==> config.mk <==
export PLATFORM = sky130hd
export DESIGN_NAME = divider_13bits_seq
export DESIGN_NICKNAME = d
export VERILOG_FILES = /design/src/rtl/divider_13bits_seq.sv
export SDC_FILE = /design/constraint.sdc
export NUM_CORES = 1
export LEC_CHECK = 0
export ABC_AREA = 1
export BUFFER_PORTS_ARGS = -buffer_cell sky130_fd_sc_hd__buf_2
export CORE_ASPECT_RATIO = 1.25
export CORE_MARGIN = 3
export CORE_UTILIZATION = 60
export CTS_CLUSTER_DIAMETER = 200
export DETAILED_ROUTE_END_ITERATION = 10
export GPL_ROUTABILITY_DRIVEN = 0
export PLACE_DENSITY = 0.8
export SLEW_MARGIN = 25
export SYNTH_ARGS = -nofsm -noshare
export SYNTH_HDL_FRONTEND = slang
export SYNTH_SLANG_ARGS = --single-unit
export TNS_END_PERCENT = 30
==> constraint.sdc <==
create_clock -name clk -period 3.15 [get_ports clk]
set_input_delay 0.1575 -clock clk [delete_from_list [all_inputs] [get_ports clk]]
set_output_delay 0.1575 -clock clk [all_outputs]
set_load 0.02 [all_outputs]
==> src/rtl/divider_13bits_seq.sv <==
// Sequential signed fixed-point divider: z = (a <<< 10) / b, S3.9 / S1.10 -> S3.9.
// Restoring radix-2 on magnitudes, one quotient bit per clock, valid/ready in and out.
// Ports:
//   clk, rst_n          clock, async active-low reset
//   in_valid/in_ready   operand handshake; a (S3.9), b (S1.10)
//   out_valid/out_ready result handshake; z (S3.9 saturated), ovf, dz
module divider_13bits_seq #(
   parameter int A_W    = 13,
   parameter int B_W    = 12,
   parameter int Z_W    = 13,
   parameter int B_FRAC = 10,
   parameter int ITER   = A_W + B_FRAC
) (
   input  logic           clk,
   input  logic           rst_n,
   input  logic           in_valid,
   output logic           in_ready,
   input  logic [A_W-1:0] a,
   input  logic [B_W-1:0] b,
   output logic           out_valid,
   input  logic           out_ready,
   output logic [Z_W-1:0] z,
   output logic           ovf,
   output logic           dz
);

   localparam int CW = $clog2(ITER + 1);

   typedef enum logic [1:0] {
      IDLE,
      CALC,
      DONE
   } state_t;

   localparam logic [ITER-1:0] QPOS = ITER'((1 << (Z_W - 1)) - 1);
   localparam logic [ITER-1:0] QNEG = ITER'(1 << (Z_W - 1));
   localparam logic [Z_W-1:0]  ZPOS = Z_W'((1 << (Z_W - 1)) - 1);
   localparam logic [Z_W-1:0]  ZNEG = Z_W'(1 << (Z_W - 1));

   state_t          state;
   logic [ITER-1:0] dvd;
   logic [ITER-1:0] quo;
   logic [B_W-1:0]  rem;
   logic [B_W-1:0]  bmag;
   logic [CW-1:0]   cnt;
   logic            neg;
   logic            aneg;
   logic            zdiv;

   logic [A_W-1:0]  amag;
   logic [B_W-1:0]  bmag_in;
   logic [B_W:0]    sh;
   logic [B_W+1:0]  diff;
   logic            borrow;
   logic [B_W-1:0]  rem_nx;
   logic [Z_W-1:0]  zres;
   logic            ores;
   logic            unused_ok;

   // Magnitudes are unsigned, so -4096 and -2048 map to 4096 and 2048.
   assign amag    = a[A_W-1] ? (~a + 1'b1) : a;
   assign bmag_in = b[B_W-1] ? (~b + 1'b1) : b;

   // Remainder stays below |b| <= 2048, so only its low bits carry state.
   assign sh     = {rem, dvd[ITER-1]};
   assign diff   = {1'b0, sh} - {2'b00, bmag};
   assign borrow = diff[B_W+1];
   assign rem_nx = borrow ? sh[B_W-1:0] : diff[B_W-1:0];

   assign unused_ok = ^{sh[B_W], diff[B_W]};

   always_comb begin
      zres = '0;
      ores = 1'b0;
      if (neg) begin
         if (quo > QNEG) begin
            zres = ZNEG;
            ores = 1'b1;
         end else begin
            zres = ~quo[Z_W-1:0] + 1'b1;
         end
      end else begin
         if (quo > QPOS) begin
            zres = ZPOS;
            ores = 1'b1;
         end else begin
            zres = quo[Z_W-1:0];
         end
      end
   end

   always_ff @(posedge clk or negedge rst_n) begin
      if (!rst_n) begin
         state     <= IDLE;
         dvd       <= '0;
         quo       <= '0;
         rem       <= '0;
         bmag      <= '0;
         cnt       <= '0;
         neg       <= 1'b0;
         aneg      <= 1'b0;
         zdiv      <= 1'b0;
         in_ready  <= 1'b1;
         out_valid <= 1'b0;
         z         <= '0;
         ovf       <= 1'b0;
         dz        <= 1'b0;
      end else begin
         unique case (state)
            IDLE: begin
               if (in_valid) begin
                  dvd      <= {amag, {B_FRAC{1'b0}}};
                  bmag     <= bmag_in;
                  quo      <= '0;
                  rem      <= '0;
                  cnt      <= '0;
                  neg      <= a[A_W-1] ^ b[B_W-1];
                  aneg     <= a[A_W-1];
                  zdiv     <= (b == '0);
                  in_ready <= 1'b0;
                  state    <= CALC;
               end
            end
            CALC: begin
               if (zdiv) begin
                  z         <= aneg ? ZNEG : ZPOS;
                  ovf       <= 1'b0;
                  dz        <= 1'b1;
                  out_valid <= 1'b1;
                  state     <= DONE;
               end else if (cnt == CW'(ITER)) begin
                  z         <= zres;
                  ovf       <= ores;
                  dz        <= 1'b0;
                  out_valid <= 1'b1;
                  state     <= DONE;
               end else begin
                  rem <= rem_nx;
                  dvd <= {dvd[ITER-2:0], 1'b0};
                  quo <= {quo[ITER-2:0], ~borrow};
                  cnt <= cnt + 1'b1;
               end
            end
            DONE: begin
               if (out_ready) begin
                  out_valid <= 1'b0;
                  in_ready  <= 1'b1;
                  state     <= IDLE;
               end
            end
            default: state <= IDLE;
         endcase
      end
   end

endmodule

==> out/results.ini, run 1 <==
[detailed_routing]
routed_wl_um=13100
remaining_drc_errors=0
viasPerCell=5.45
avgRoutedWirePerCell_um=13.9
num_vias=5164
firstDrtPassIters=5
ant_nets=0
first_iter_violations=277

[finish]
layout_common_cells=nand2_1, inv_1, dfrtp_1, nand3_1, nor2_1
n_fill_cell=768
mostFrequentLayoutCell=nand2_1
n_antenna_cell=0
area_delta_synth_final_pct=9.25
drive_above_1_share_pct=11.5
nNetsFinal=869

[sta]
fin_setup_tns_ps=0
fin_crit_ps=2550
layout_setup_ws_ps=602
setup_viol=0
period_share_pct=80.9
slew_violations=0
finClkSkew_ps=14.3
rsz0062_at_grt=no
hold_viol=0
worst_pin_slew_ps=792
fmax_ghz=0.392
slew_headroom_pct=47.2

[synth]
yosysTopAreaCell=dfrtp_1
yosys.area.top_type_share_pct=38.5
synth_mux_area_share_pct=0
yosysWarnings=0
synth-edff-count=0
synth_top_family_by_area=simple AND/OR/NAND/NOR gates
synth_cell_types=41
avgSynthCellArea_um2=7.07
synth_xor_area_share_pct=3.14
ys_ff_latch=87
seq_area_frac_synth_pct=39.0
syn_area_um2=5580
synth_fa_ha_area_share_pct=4.17
syn-num-nets=837
synth_compound_area_share_pct=10.8
postSynthCellCount=790
synth-simple-area-share_pct=33.0
synth_ff_type=dfrtp_1
synth.area.top_cells=dfrtp_1, nand2_1, inv_1
synthArstFlopShare_pct=100

[worst_setup_path]
regToRegEndpoint=dvd[11]
cp_max_fo=37
critPathArrivalTime_ps=2760
crit_chain=inv_1, nand2_2, inv_2, nand3_2, nand2_2, inv_2, nand2_1, o221ai_1
r2r_start=state[1]
max_stage_delay_ps=410
critical_path.endpoint_type=register
rrSetupSlack_ps=600
worstRegToRegCells=8
required_ps=3360
worstSetupStartpointType=register
crit_type=reg2reg
crit_path_top_delay_cell=dfrtp_1

[global_routing]
grt_start_max_net_pins=88
grt_pass1_wl_um=22600
overflow=0
first_global_vias=5114
antenna_found_initial=0
track_usage_pct=26.5

[outcome]
status=completed

[clock_tree]
htree_num_levels=3
clock_latency_ps=360
root_buffer=clkbuf_8
cts.clk_slew.worst_paths_ps=90
cts_made_buffers=9
cts_tree=yes
clock-sinks=87
clockBufferDepth=2

[power_and_ir_drop]
intPower_uw=3440
ir_drop_uv=599
finalPower_uw=6610
switchingPower_uw=3170
p_comb_share_pct=56.1
swShare_pct=48.0
power_leakage_uw=0.00329
pwr-share-clk_pct=14.4
p_per_area_nw_per_um2=1080
seqPwrFrac_pct=29.5

[floorplan]
fp.dieArea_um2=10500
core_area_um2=8890
rows=38
die_y_um=114
initial_core_util_pct=62.8
die_w_um=92.3
io_pins=46

[worst_hold_path]
whs_endpoint=state[1]
hold_depth=2
hold_start=out_ready
hold_path.class=in2reg

[place]
dpl.hpwl_um=9540
place_ws_ps=666
portBuffers=45

[run]
max_cap_viol_count=0

[worst max path at each step]
stage	startpoint	end	depth (start not counted)
after floorplan	rem[6]	rem[1]	10
after global placement	state[1]	dvd[13]	8
after detailed placement	state[1]	dvd[11]	8
after CTS	state[1]	dvd[11]	8
after global routing	state[1]	dvd[11]	8
final	state[1]	dvd[11]	8
[synthesized netlist by cell type, types with 8 or more instances]
cell type / count
a21oi_1: 14
clkbuf_1: 10
o21ai_0: 47
nand4_1: 9
xor2_1: 15
ha_1: 17
nand3_1: 70
o21ai_1: 8
inv_1: 102
nor2_1: 66
dfrtp_1: 86
buf_2: 13
nand2_1: 252
[metal layers]
metal / global-route usage (%) / up-vias / wire [um]
met1: 30.0 / 2439 / 5230
met4: 9.42 / 0 / 373
met2: 50.2 / 116 / 7100
met5: 0 / - / 0
li1: - / 2582 / -
met3: 3.69 / 27 / 414
[stage by stage]
stage | util (%) | cells | instance area, um2 | hold WS [ps]
3_3_place_gp | 65.7 | 930 | 5840 | 377
4_1_cts | 68.6 | 947 | 6100 | 11.2
5_1_grt | 68.6 | 947 | 6100 | 4.45
3_5_place_dp | 65.7 | 930 | 5850 | 283
2_1_floorplan | - | 790 | 5580 | -138
6_report | 68.6 | 947 | 6100 | 26.7
[sequential cells by signal, summed over array words and instances, names as in the netlist]
register,flops
bmag,12
dz,1
dvd,13
z,13
zdiv,1
cnt,5
rem,12
in_ready,1
neg,1
aneg,1
quo,23
out_valid,1
ovf,1
state,2
[logic make-up after synthesis]
family | after synthesis
adder cells (fa/ha/maj) | 18
buffers and inverters | 135
AO/OA/AOI/OAI | 101
flip-flops | 87
XOR/XNOR | 20
AND/OR/NAND/NOR | 429
[final cells by class]
| cell class | count | area [um2] | area share (%) |
|---|---|---|---|
| sequential | 87 | 2180 | 35.7 |
| inverter | 108 | 407 | 6.67 |
| timing repair buffer | 48 | 256 | 4.20 |
| clock inverter | 6 | 108 | 1.76 |
| tap | 120 | 150 | 2.46 |
| clock buffer | 10 | 138 | 2.26 |
| multi-input combinational | 568 | 2860 | 46.9 |
[power groups by stage]
stage                     clock network, uW  logic (uW)  registers (uW)
after global routing                   1010        4250            2000
after global placement                    0        3570            1930
after CTS                               967        3710            1940
after detailed placement                  0        3700            1950
after floorplan                           0        2910            1950
final                                   954        3710            1950
[critical path, delay by kind of cell (launching register included)]
kind	cells	cell delay (ps)
and+or+nand+nor	4	1020
buffers and inverters	3	830
DFF	1	410
AOI/OAI and AO/OA	1	110
[repair_timing]
item / 4_1_cts / 5_1_grt
setup endpoints to repair: 0 / 0
hold endpoints to repair: 86 / 0
hold buffers: 1 / 0
gates resized for setup: 0 / 0
setup buffers: 0 / 0
No activity file was read; power rests on OpenSTA's default activity.
==> run 2, diff against run 1 <==
--- a/config.mk
+++ b/config.mk
@@ -9,11 +9,11 @@
 export BUFFER_PORTS_ARGS = -buffer_cell sky130_fd_sc_hd__buf_2
 export CORE_ASPECT_RATIO = 1.25
 export CORE_MARGIN = 3
-export CORE_UTILIZATION = 60
+export CORE_UTILIZATION = 55
 export CTS_CLUSTER_DIAMETER = 200
 export DETAILED_ROUTE_END_ITERATION = 10
 export GPL_ROUTABILITY_DRIVEN = 0
-export PLACE_DENSITY = 0.8
+export PLACE_DENSITY = 0.77
 export SLEW_MARGIN = 25
 export SYNTH_ARGS = -nofsm -noshare
 export SYNTH_HDL_FRONTEND = slang
==> constraint.sdc (replaced) <==
create_clock -name clk -period 2.1 [get_ports clk]
set_input_delay 0.105 -clock clk [delete_from_list [all_inputs] [get_ports clk]]
set_output_delay 0.105 -clock clk [all_outputs]
set_load 0.02 [all_outputs]
==> run 2 against run 1 <==
  * Sequential power grew 48%
  * Routed wire length rose by 3.7%
  * Die area up 8.5%
  * Design area up 3.7%
  * Sequential share of layout area down 1.3 points
  * Clock power rose by 73%
  * Non-clock buffer count grew 17
  * Worst hold slack improved by 5.5 ps
  * Total power is 61% higher
  * Count of clock-buffer cells in the layout up 1
  * Largest power group unchanged
  * Highest routed layer unchanged
==> out/results.ini, run 2 (synthesis results as in run 1) <==
[outcome]
status=completed

[detailed_routing]
ant_nets=0
avgRoutedWirePerCell_um=14.0
routed_wl_um=13600
viasPerCell=5.43
num_vias=5264
first_iter_violations=336
firstDrtPassIters=5
remaining_drc_errors=0

[floorplan]
die_w_um=96.1
core_area_um2=9760
initial_core_util_pct=57.2
io_pins=46
rows=40
die_y_um=119
fp.dieArea_um2=11400

[place]
placed_cell_area_um2=5920
dpl.hpwl_um=9720
placed_cells=944
portBuffers=45

[finish]
fin_cells=970
area_delta_synth_final_pct=13.2
n_antenna_cell=0
regMostFlops=quo
design_area_um2=6320
layout_common_cells=nand2_1, inv_1, dfrtp_1, nand3_1, nor2_1
mostFrequentLayoutCell=nand2_1
drive_above_1_share_pct=13.2
reg.largest.list=quo x23, dvd x13, z x13
nNetsFinal=886
largest_reg_flops=23

[power_and_ir_drop]
ir_drop_uv=839
p_per_area_nw_per_um2=1680
power_leakage_uw=0.00341
finalPower_uw=10600

[global_routing]
grt_pass1_wl_um=23000
antenna_found_initial=0
grt_start_max_net_pins=54
track_usage_pct=25.5
first_global_vias=5042
overflow=0

[clock_tree]
root_buffer=clkbuf_16
htree_num_levels=3
cts.clk_slew.worst_paths_ps=60
ctsResizeCount=0
clock_latency_ps=340
clock-sinks=87
cts_made_buffers=9
cts_tree=yes
clockBufferDepth=2

[sta]
period_share_pct=93.8
slew_headroom_pct=57.3
slew_violations=0
hold_viol=0
fmax_ghz=0.508
finClkSkew_ps=5.18
setup_viol=0
fin_crit_ps=1970
worst_pin_slew_ps=640

[worst_setup_path]
max_stage_delay_ps=400
path_buf_inv=2
critPathArrivalTime_ps=2230
critical_path.endpoint_type=register
path_delay_family=simple AND/OR/NAND/NOR gates
worstSetupStartpointType=register
crit_type=reg2reg
critPathMostFrequentCell=nand2_1
crit_path_top_delay_cell=dfrtp_1
crit_path_start=rem[7]
required_ps=2370
crit_chain=ha_1, nand2_2, inv_2, nand2_1, nand2_1, a21oi_4, nand2_4, buf_12, nand2_1, nand2_1, o21ai_1
cp_max_fo=11
r2r_start=rem[7]

[worst_hold_path]
hold_start=b[10]
hold_path.class=in2reg

[run]
max_cap_viol_count=0

[run 2: cell types whose count changed in the layout (fill, tap and decap cells not counted), sizes merged]
cell         delta
dlygate4sd3     +1
bufinv          -2
clkbuf          +1
clkinv          +1
buf            +16
[run 2: worst reg2reg max path: stages (launching register included)]
cell and delay [ps]:
dfrtp_1 400, ha_1 380, nand2_2 130, inv_2 40
nand2_1 60, nand2_1 90, a21oi_4 270, nand2_4 130
buf_12 160, nand2_1 50, nand2_1 50, o21ai_1 130
[run 2: through the flow]
step / hold WS, ps / setup TNS, ps / util, % / setup WS (ps)
after floorplan: -191 / 0 / - / 388
after global placement: 95.3 / 0 / 60.7 / 162
after detailed placement: 96.6 / 0 / 60.7 / 105
after CTS: 30.8 / 0 / 64.1 / 74.8
after global routing: 58.1 / -8.37 / 64.8 / -7.06
final: 32.2 / 0 / 64.8 / 131
[run 2: cell type report]
type	count	area, um2
clock buffer	11	253
clock inverter	5	56.3
fill	864	3440
inverter	108	407
multi-input combinational	568	2860
sequential	87	2180
tap	126	158
timing repair buffer	65	408
[run 2: power breakdown]
group | internal (uW) | leakage, uW | total, uW | switching, uW
Sequential | 2370 | 0.00109 | 2880 | 510
Clock | 984 | 0.000152 | 1650 | 667
Combinational | 2240 | 0.00217 | 6090 | 3850
Total | 5590 | 0.00341 | 10600 | 5020
[run 2: final timing paths]
kind	endpoint	slack, ps	cells past startpoint
max	rem[1]	130	11
min	bmag[10]	30	3
max reg2reg	rem[1]	130	11
min reg2reg	dz	480	2
max in group asynchronous	in_ready	1150	3
min in group asynchronous	dvd[16]	260	2
[run 2: what timing repair did]
action	CTS	global route
endpoints found under the hold margin	35	0
buffers inserted	0	8
endpoints found under the setup margin	0	8
hold buffers	2	0
[run 2: layer usage]
metal  track usage (%)  part of all wire [%]  vias to the layer above
li1                  -                     -                     2616
met1              30.2                    40                     2480
met2              44.8                    53                      138
met3              2.99                   4.1                       30
met4              11.5                   2.8                        0
met5                 0                     0                        -
